### config.mk
export PLATFORM = sky130hd
export DESIGN_NAME = pooling_2d_stream
export DESIGN_NICKNAME = d
export VERILOG_FILES = /design/src/rtl/pooling_2d_stream.sv
export SDC_FILE = /design/constraint.sdc
export NUM_CORES = 1
export LEC_CHECK = 0
export BUFFER_PORTS_ARGS = -buffer_cell sky130_fd_sc_hd__buf_4
export CAP_MARGIN = 20
export CORE_ASPECT_RATIO = 1.5
export CORE_MARGIN = 4
export CORE_UTILIZATION = 65
export DETAILED_ROUTE_END_ITERATION = 10
export PLACE_DENSITY = 0.83
export REMOVE_ABC_BUFFERS = 1
export SYNTH_ARGS = -nofsm -noshare
export SYNTH_HDL_FRONTEND = slang
export SYNTH_SLANG_ARGS = --single-unit
### constraint.sdc
create_clock -name clk -period 8.2 [get_ports clk]
set_input_delay 2.05 -clock clk [delete_from_list [all_inputs] [get_ports clk]]
set_output_delay 2.05 -clock clk [all_outputs]
set_load 0.05 [all_outputs]
### src/rtl/pooling_2d_stream.sv
// pooling_2d_stream: 2x2 stride-2 max/average pooling over a raster pixel stream.
// One row of horizontal pair results is kept on chip, so every input pixel is
// consumed exactly once and each pooled result leaves with its BRAM address.
//
// state  | meaning
// -------+-------------------------------------------------------------
// S_IDLE | waiting for start, in_ready low
// S_RUN  | accepting pixels, in_ready high until the last pixel lands
// S_DONE | one cycle after the last pixel, then back to idle with done
module pooling_2d_stream #(
    parameter int DATA_W = 12,
    parameter int IN_W   = 28,
    parameter int IN_H   = 28,
    parameter int SIGNED = 0,
    parameter int ADDR_W = 8
) (
    input  logic              clk,
    input  logic              rst_n,
    input  logic              start,
    input  logic              mode,
    input  logic              in_valid,
    input  logic [DATA_W-1:0] in_data,
    output logic              in_ready,
    output logic              out_valid,
    output logic [DATA_W-1:0] out_data,
    output logic [ADDR_W-1:0] out_addr,
    output logic              busy,
    output logic              done
);

    localparam int OUT_W = IN_W / 2;
    localparam int N_OUT = OUT_W * (IN_H / 2);
    localparam int CW    = $clog2(IN_W);
    localparam int RW    = $clog2(IN_H);
    localparam int OW    = (OUT_W > 1) ? $clog2(OUT_W) : 1;

    if ((IN_W % 2) != 0 || IN_W < 2) begin : g_bad_in_w
        $error("pooling_2d_stream: IN_W must be even and >= 2");
    end
    if ((IN_H % 2) != 0 || IN_H < 2) begin : g_bad_in_h
        $error("pooling_2d_stream: IN_H must be even and >= 2");
    end
    if ((64'd1 << ADDR_W) < 64'(N_OUT)) begin : g_bad_addr_w
        $error("pooling_2d_stream: ADDR_W too narrow for the output map");
    end

    typedef enum logic [1:0] {S_IDLE, S_RUN, S_DONE} state_t;

    state_t            state;
    logic              mode_q;
    logic [CW-1:0]     c;
    logic [RW-1:0]     r;
    logic [DATA_W-1:0] h_reg;
    logic [ADDR_W-1:0] addr_cnt;
    logic [DATA_W:0]   row_buf [OUT_W];

    // Widen by one bit; the extension bit is the sign only for signed pixels,
    // which makes a signed compare correct for both pixel flavours.
    function automatic logic [DATA_W:0] ext1(input logic [DATA_W-1:0] x);
        return {x[DATA_W-1] & (SIGNED != 0), x};
    endfunction

    // Second widening for the vertical sum; an unsigned pair sum uses its top bit
    // as magnitude, so it must be zero-extended.
    function automatic logic [DATA_W+1:0] ext2(input logic [DATA_W:0] x);
        return {x[DATA_W] & (SIGNED != 0), x};
    endfunction

    logic              accept;
    logic              last_c;
    logic              last_r;
    logic [OW-1:0]     col;
    logic [DATA_W:0]   pix_x;
    logic [DATA_W:0]   hr_x;
    logic [DATA_W:0]   h_max;
    logic [DATA_W:0]   h_val;
    logic [DATA_W:0]   rb;
    logic [DATA_W:0]   v_max;
    logic [DATA_W+1:0] v_sum;
    logic [DATA_W-1:0] result;

    assign accept = in_valid && in_ready;
    assign last_c = (c == CW'(IN_W - 1));
    assign last_r = (r == RW'(IN_H - 1));
    assign col    = OW'(c >> 1);
    assign pix_x  = ext1(in_data);
    assign hr_x   = ext1(h_reg);
    assign h_max  = ($signed(pix_x) > $signed(hr_x)) ? pix_x : hr_x;
    assign h_val  = mode_q ? (hr_x + pix_x) : h_max;
    assign rb     = row_buf[col];
    assign v_max  = ($signed(h_val) > $signed(rb)) ? h_val : rb;
    assign v_sum  = ext2(rb) + ext2(h_val);
    // Dropping the two low bits is a floor divide by 4 for either signedness.
    assign result = mode_q ? v_sum[DATA_W+1:2] : v_max[DATA_W-1:0];

    // Park the horizontal pair result of each even row until its partner row arrives.
    always_ff @(posedge clk) begin
        if (accept && c[0] && !r[0]) begin
            row_buf[col] <= h_val;
        end
    end

    // Run sequencing, raster counters and registered outputs.
    always_ff @(posedge clk) begin
        if (!rst_n) begin
            state     <= S_IDLE;
            mode_q    <= 1'b0;
            c         <= '0;
            r         <= '0;
            h_reg     <= '0;
            addr_cnt  <= '0;
            in_ready  <= 1'b0;
            out_valid <= 1'b0;
            out_data  <= '0;
            out_addr  <= '0;
            busy      <= 1'b0;
            done      <= 1'b0;
        end else begin
            out_valid <= 1'b0;
            done      <= 1'b0;
            case (state)
                S_IDLE: begin
                    if (start) begin
                        state    <= S_RUN;
                        mode_q   <= mode;
                        c        <= '0;
                        r        <= '0;
                        addr_cnt <= '0;
                        in_ready <= 1'b1;
                        busy     <= 1'b1;
                    end
                end
                S_RUN: begin
                    if (accept) begin
                        if (!c[0]) begin
                            h_reg <= in_data;
                        end else if (r[0]) begin
                            out_valid <= 1'b1;
                            out_data  <= result;
                            out_addr  <= addr_cnt;
                            addr_cnt  <= addr_cnt + 1'b1;
                        end
                        if (last_c) begin
                            c <= '0;
                            if (last_r) begin
                                state    <= S_DONE;
                                in_ready <= 1'b0;
                            end else begin
                                r <= r + 1'b1;
                            end
                        end else begin
                            c <= c + 1'b1;
                        end
                    end
                end
                S_DONE: begin
                    state <= S_IDLE;
                    busy  <= 1'b0;
                    done  <= 1'b1;
                end
                default: state <= S_IDLE;
            endcase
        end
    end

endmodule

==> impl_metrics.csv <==
group,metric,value,unit
run_status,status,"finished clean",
synthesis,ys_warn_count,0,
power,power.share.clock,0.410,
cells_and_area,fin_area,0.0129,mm^2
global_routing,grt_pass1_vias,7632,
cells_and_area,largest_reg_flops,182,
timing,fmax,159,MHz
timing,worst_pin_slew,1110,ps
power,p_leak,0.00464,uW
power,ir_drop,0.257,mV
clocking,cts_htree_levels,1,
floorplan,die_x,117,um
placement,place_area,0.0121,mm^2
floorplan,rows,59,
floorplan,pin_count,41,
cells_and_area,nFillCells,1066,
timing,setup_ws,1900,ps
timing,period_share,0.769,
clocking,cts_buffers,22,
cells_and_area,drive_gt1_frac,0.188,
global_routing,grt_start_max_net_pins,47,
drt,wl_per_cell,22.6,um
clocking,ctsResizeCount,0,
clocking,root_buffer,"clkbuf_16",
placement,place_ws,1390,ps
clocking,holdBufCountCts,0,
drt,drt_pre_antenna_iters,5,
floorplan,die_h,171,um
power,p_sw,630,uW
power,swShare,0.228,
floorplan,dieArea,0.0199,mm^2
global_routing,grt_use_total,0.272,
drt,wirelength,26200,um
cells_and_area,multi_input_area,0.00451,mm^2
synthesis,ys_seq_elements,243,
global_routing,antenna_found_initial,0,
critical_path,critical_path_arrival,6750,ps
placement,gp_congestion,0.954,
drt,num_vias,7473,
cells_and_area,final_util,0.745,
synthesis,synth_edf_count,182,
timing,rsz0062_at_grt,"no",
timing,relSlewSlack,0.262,
job,max_cap_viol_count,0,
critical_path,required,8640,ps
synthesis,syn-instance-count,879,
power,pwr-share-seq,0.491,
critical_path,slowest_delay,490,ps
cells_and_area,syn2layout_area_growth,12.3,%
timing,setup_tns,0,ps
timing,skew,9.26,ps
hold_path,min_path_type,"flip-flop to flip-flop",
synthesis,async_flop_share,0,
global_routing,grt_first_pass_wirelength,41100,um
timing,setup_viol_count_final,0,
clocking,clk_latency,510,ps
critical_path,worst_setup_path_end_kind,"flip-flop",
critical_path,cp-start-kind,"primary input",
placement,portBuffers,40,
timing,hold_viol,0,
global_routing,grt_overflow,0,
clocking,cts.sinks,243,
clocking,cts_tree,"built",
critical_path,path_cells,"buf_4 > ha_1 > fa_1 > nor2b_1 > o21ai_0 > a2111oi_0 > nor2_1 > o21ai_0 > nor2b_1 > o311a_1 > ha_1 > nand4b_1 > nor3_1 > o311ai_1 > nand3_1 > and2_1 > mux2_2 > a21oi_1",
critical_path,cp_top_family,"compound AO/OA/AOI/OAI gates",
critical_path,critPathKind,"primary input to flip-flop",
timing,slew_violations,0,
cells_and_area,layout.nets,1001,
cells_and_area,seqCellArea,0.00669,mm^2
drt,vias_per_cell,6.45,
synthesis,synth_ff_type,"edfxtp_1",
critical_path,critPathSlowestCell,"o311a_1",
floorplan,start_util,0.663,
synthesis,syn_area,0.0115,mm^2
critical_path,cp_num_buf_inv,1,
critical_path,crit_fanout,16,
synthesis,synth_area_per_cell,13.1,um^2
drt,antenna_left,0,
cells_and_area,diodes,0,
timing,min_period,6300,ps
power,p_int,2130,uW
synthesis,synthDistinctLibCells,67,
power,power_density,214,mW/mm^2
clocking,path_clk_slew,70,ps
clocking,cts_setup_buffers,0,
power,comb_power_share,0.098,
drt,drc,0,
clocking,clockBufferDepth,3,
drt,drt_iter0_markers,651,
floorplan,coreArea,0.0173,mm^2
synthesis,seq_area_frac_synth,0.581,
placement,dp.final_hpwl,16600,um
==> through the flow <==
| stage | power [uW] | hold WS (ps) | instances |
|---|---|---|---|
| finish | 2760 | 461 | 1159 |
| global route | 2840 | 495 | 1159 |
| floorplan | 1560 | 453 | 843 |
| detailed placement | 1640 | 452 | 1114 |
| CTS | 2760 | 461 | 1154 |
| global placement | 1630 | 439 | 1114 |
==> final cells by class <==
type	count	area share
clock inverter	15	0.0162
sequential	243	0.518
tap	213	0.0206
inverter	44	0.0128
timing repair buffer	63	0.0372
multi-input combinational	556	0.349
clock buffer	25	0.0459
==> cell usage in the layout, fill, tap and decap left out, types with 5 or more instances in the layout <==
cell type,instances
a21boi_0,11
nand2_1,49
mux2i_1,34
o221ai_1,7
a31oi_1,5
xnor2_1,12
inv_1,44
nor2_1,65
ha_1,53
buf_4,62
nand2b_1,9
clkbuf_16,23
o211ai_1,6
xor2_1,16
dfxtp_1,60
nor3_1,8
edfxtp_1,182
nand3_1,24
mux4_2,40
bufinv_16,5
nor2_2,10
nor3_2,5
nor2b_1,28
mux2_2,13
a21oi_1,60
nand4_1,9
o21a_1,5
o21ai_0,23
==> power by group through the flow <==
stage / clock network (uW) / registers, uW / logic [uW]
3_3_place_gp: 0 / 1380 / 251
6_report: 1130 / 1360 / 272
5_1_grt: 1190 / 1360 / 293
4_1_cts: 1140 / 1360 / 262
3_5_place_dp: 0 / 1380 / 256
2_1_floorplan: 0 / 1390 / 169
==> synthesized netlist by cell type, types with 13 or more instances <==
master | n | share of area
clkbuf_1 | 21 | 0.0069
ha_1 | 53 | 0.058
nor2_1 | 75 | 0.024
xor2_1 | 16 | 0.012
a21oi_1 | 60 | 0.026
mux2i_1 | 34 | 0.030
mux4_2 | 40 | 0.078
nor2b_1 | 28 | 0.015
inv_1 | 44 | 0.014
mux2_2 | 13 | 0.013
edfxtp_1 | 182 | 0.48
o21ai_0 | 23 | 0.010
nand2_1 | 49 | 0.016
nand3_1 | 24 | 0.010
dfxtp_1 | 61 | 0.11
nor3_1 | 14 | 0.0061
==> per-layer routing <==
layer / wire length (um) / GRT usage / vias up
li1: - / - / 3395
met1: 9700 / 0.337 / 3679
met2: 13800 / 0.478 / 317
met3: 1700 / 0.0347 / 82
met4: 1040 / 0.113 / 0
met5: 0 / 0 / -
==> logic make-up after synthesis <==
group,count (synthesis),synth area share
AOI/OAI and AO/OA,151,0.0858
muxes,87,0.121
adders and majority gates,54,0.0594
and+or+nand+nor,236,0.100
DFF,243,0.581
xor gates and xnor gates,28,0.0213
buffers and inverters,80,0.0313
==> worst reg2reg max path: cells and delay by family (launching register included) <==
family	cells	cell delay [ps]
compound gates	6	1870
simple gates	7	1500
flops	1	370
fa+ha+maj	3	850
mux	1	380
==> path summary, 6_finish.rpt <==
check        cells past startpoint           to        start  slack, ps
max                             18  out_data[3]   in_data[0]       1900
min                              2  out_addr[0]  out_addr[0]        460
max reg2reg                     17  out_data[3]     h_reg[0]       3160
min reg2reg                      2  out_addr[0]  out_addr[0]        460
Note: power is estimated with default switching activity, not from simulation.
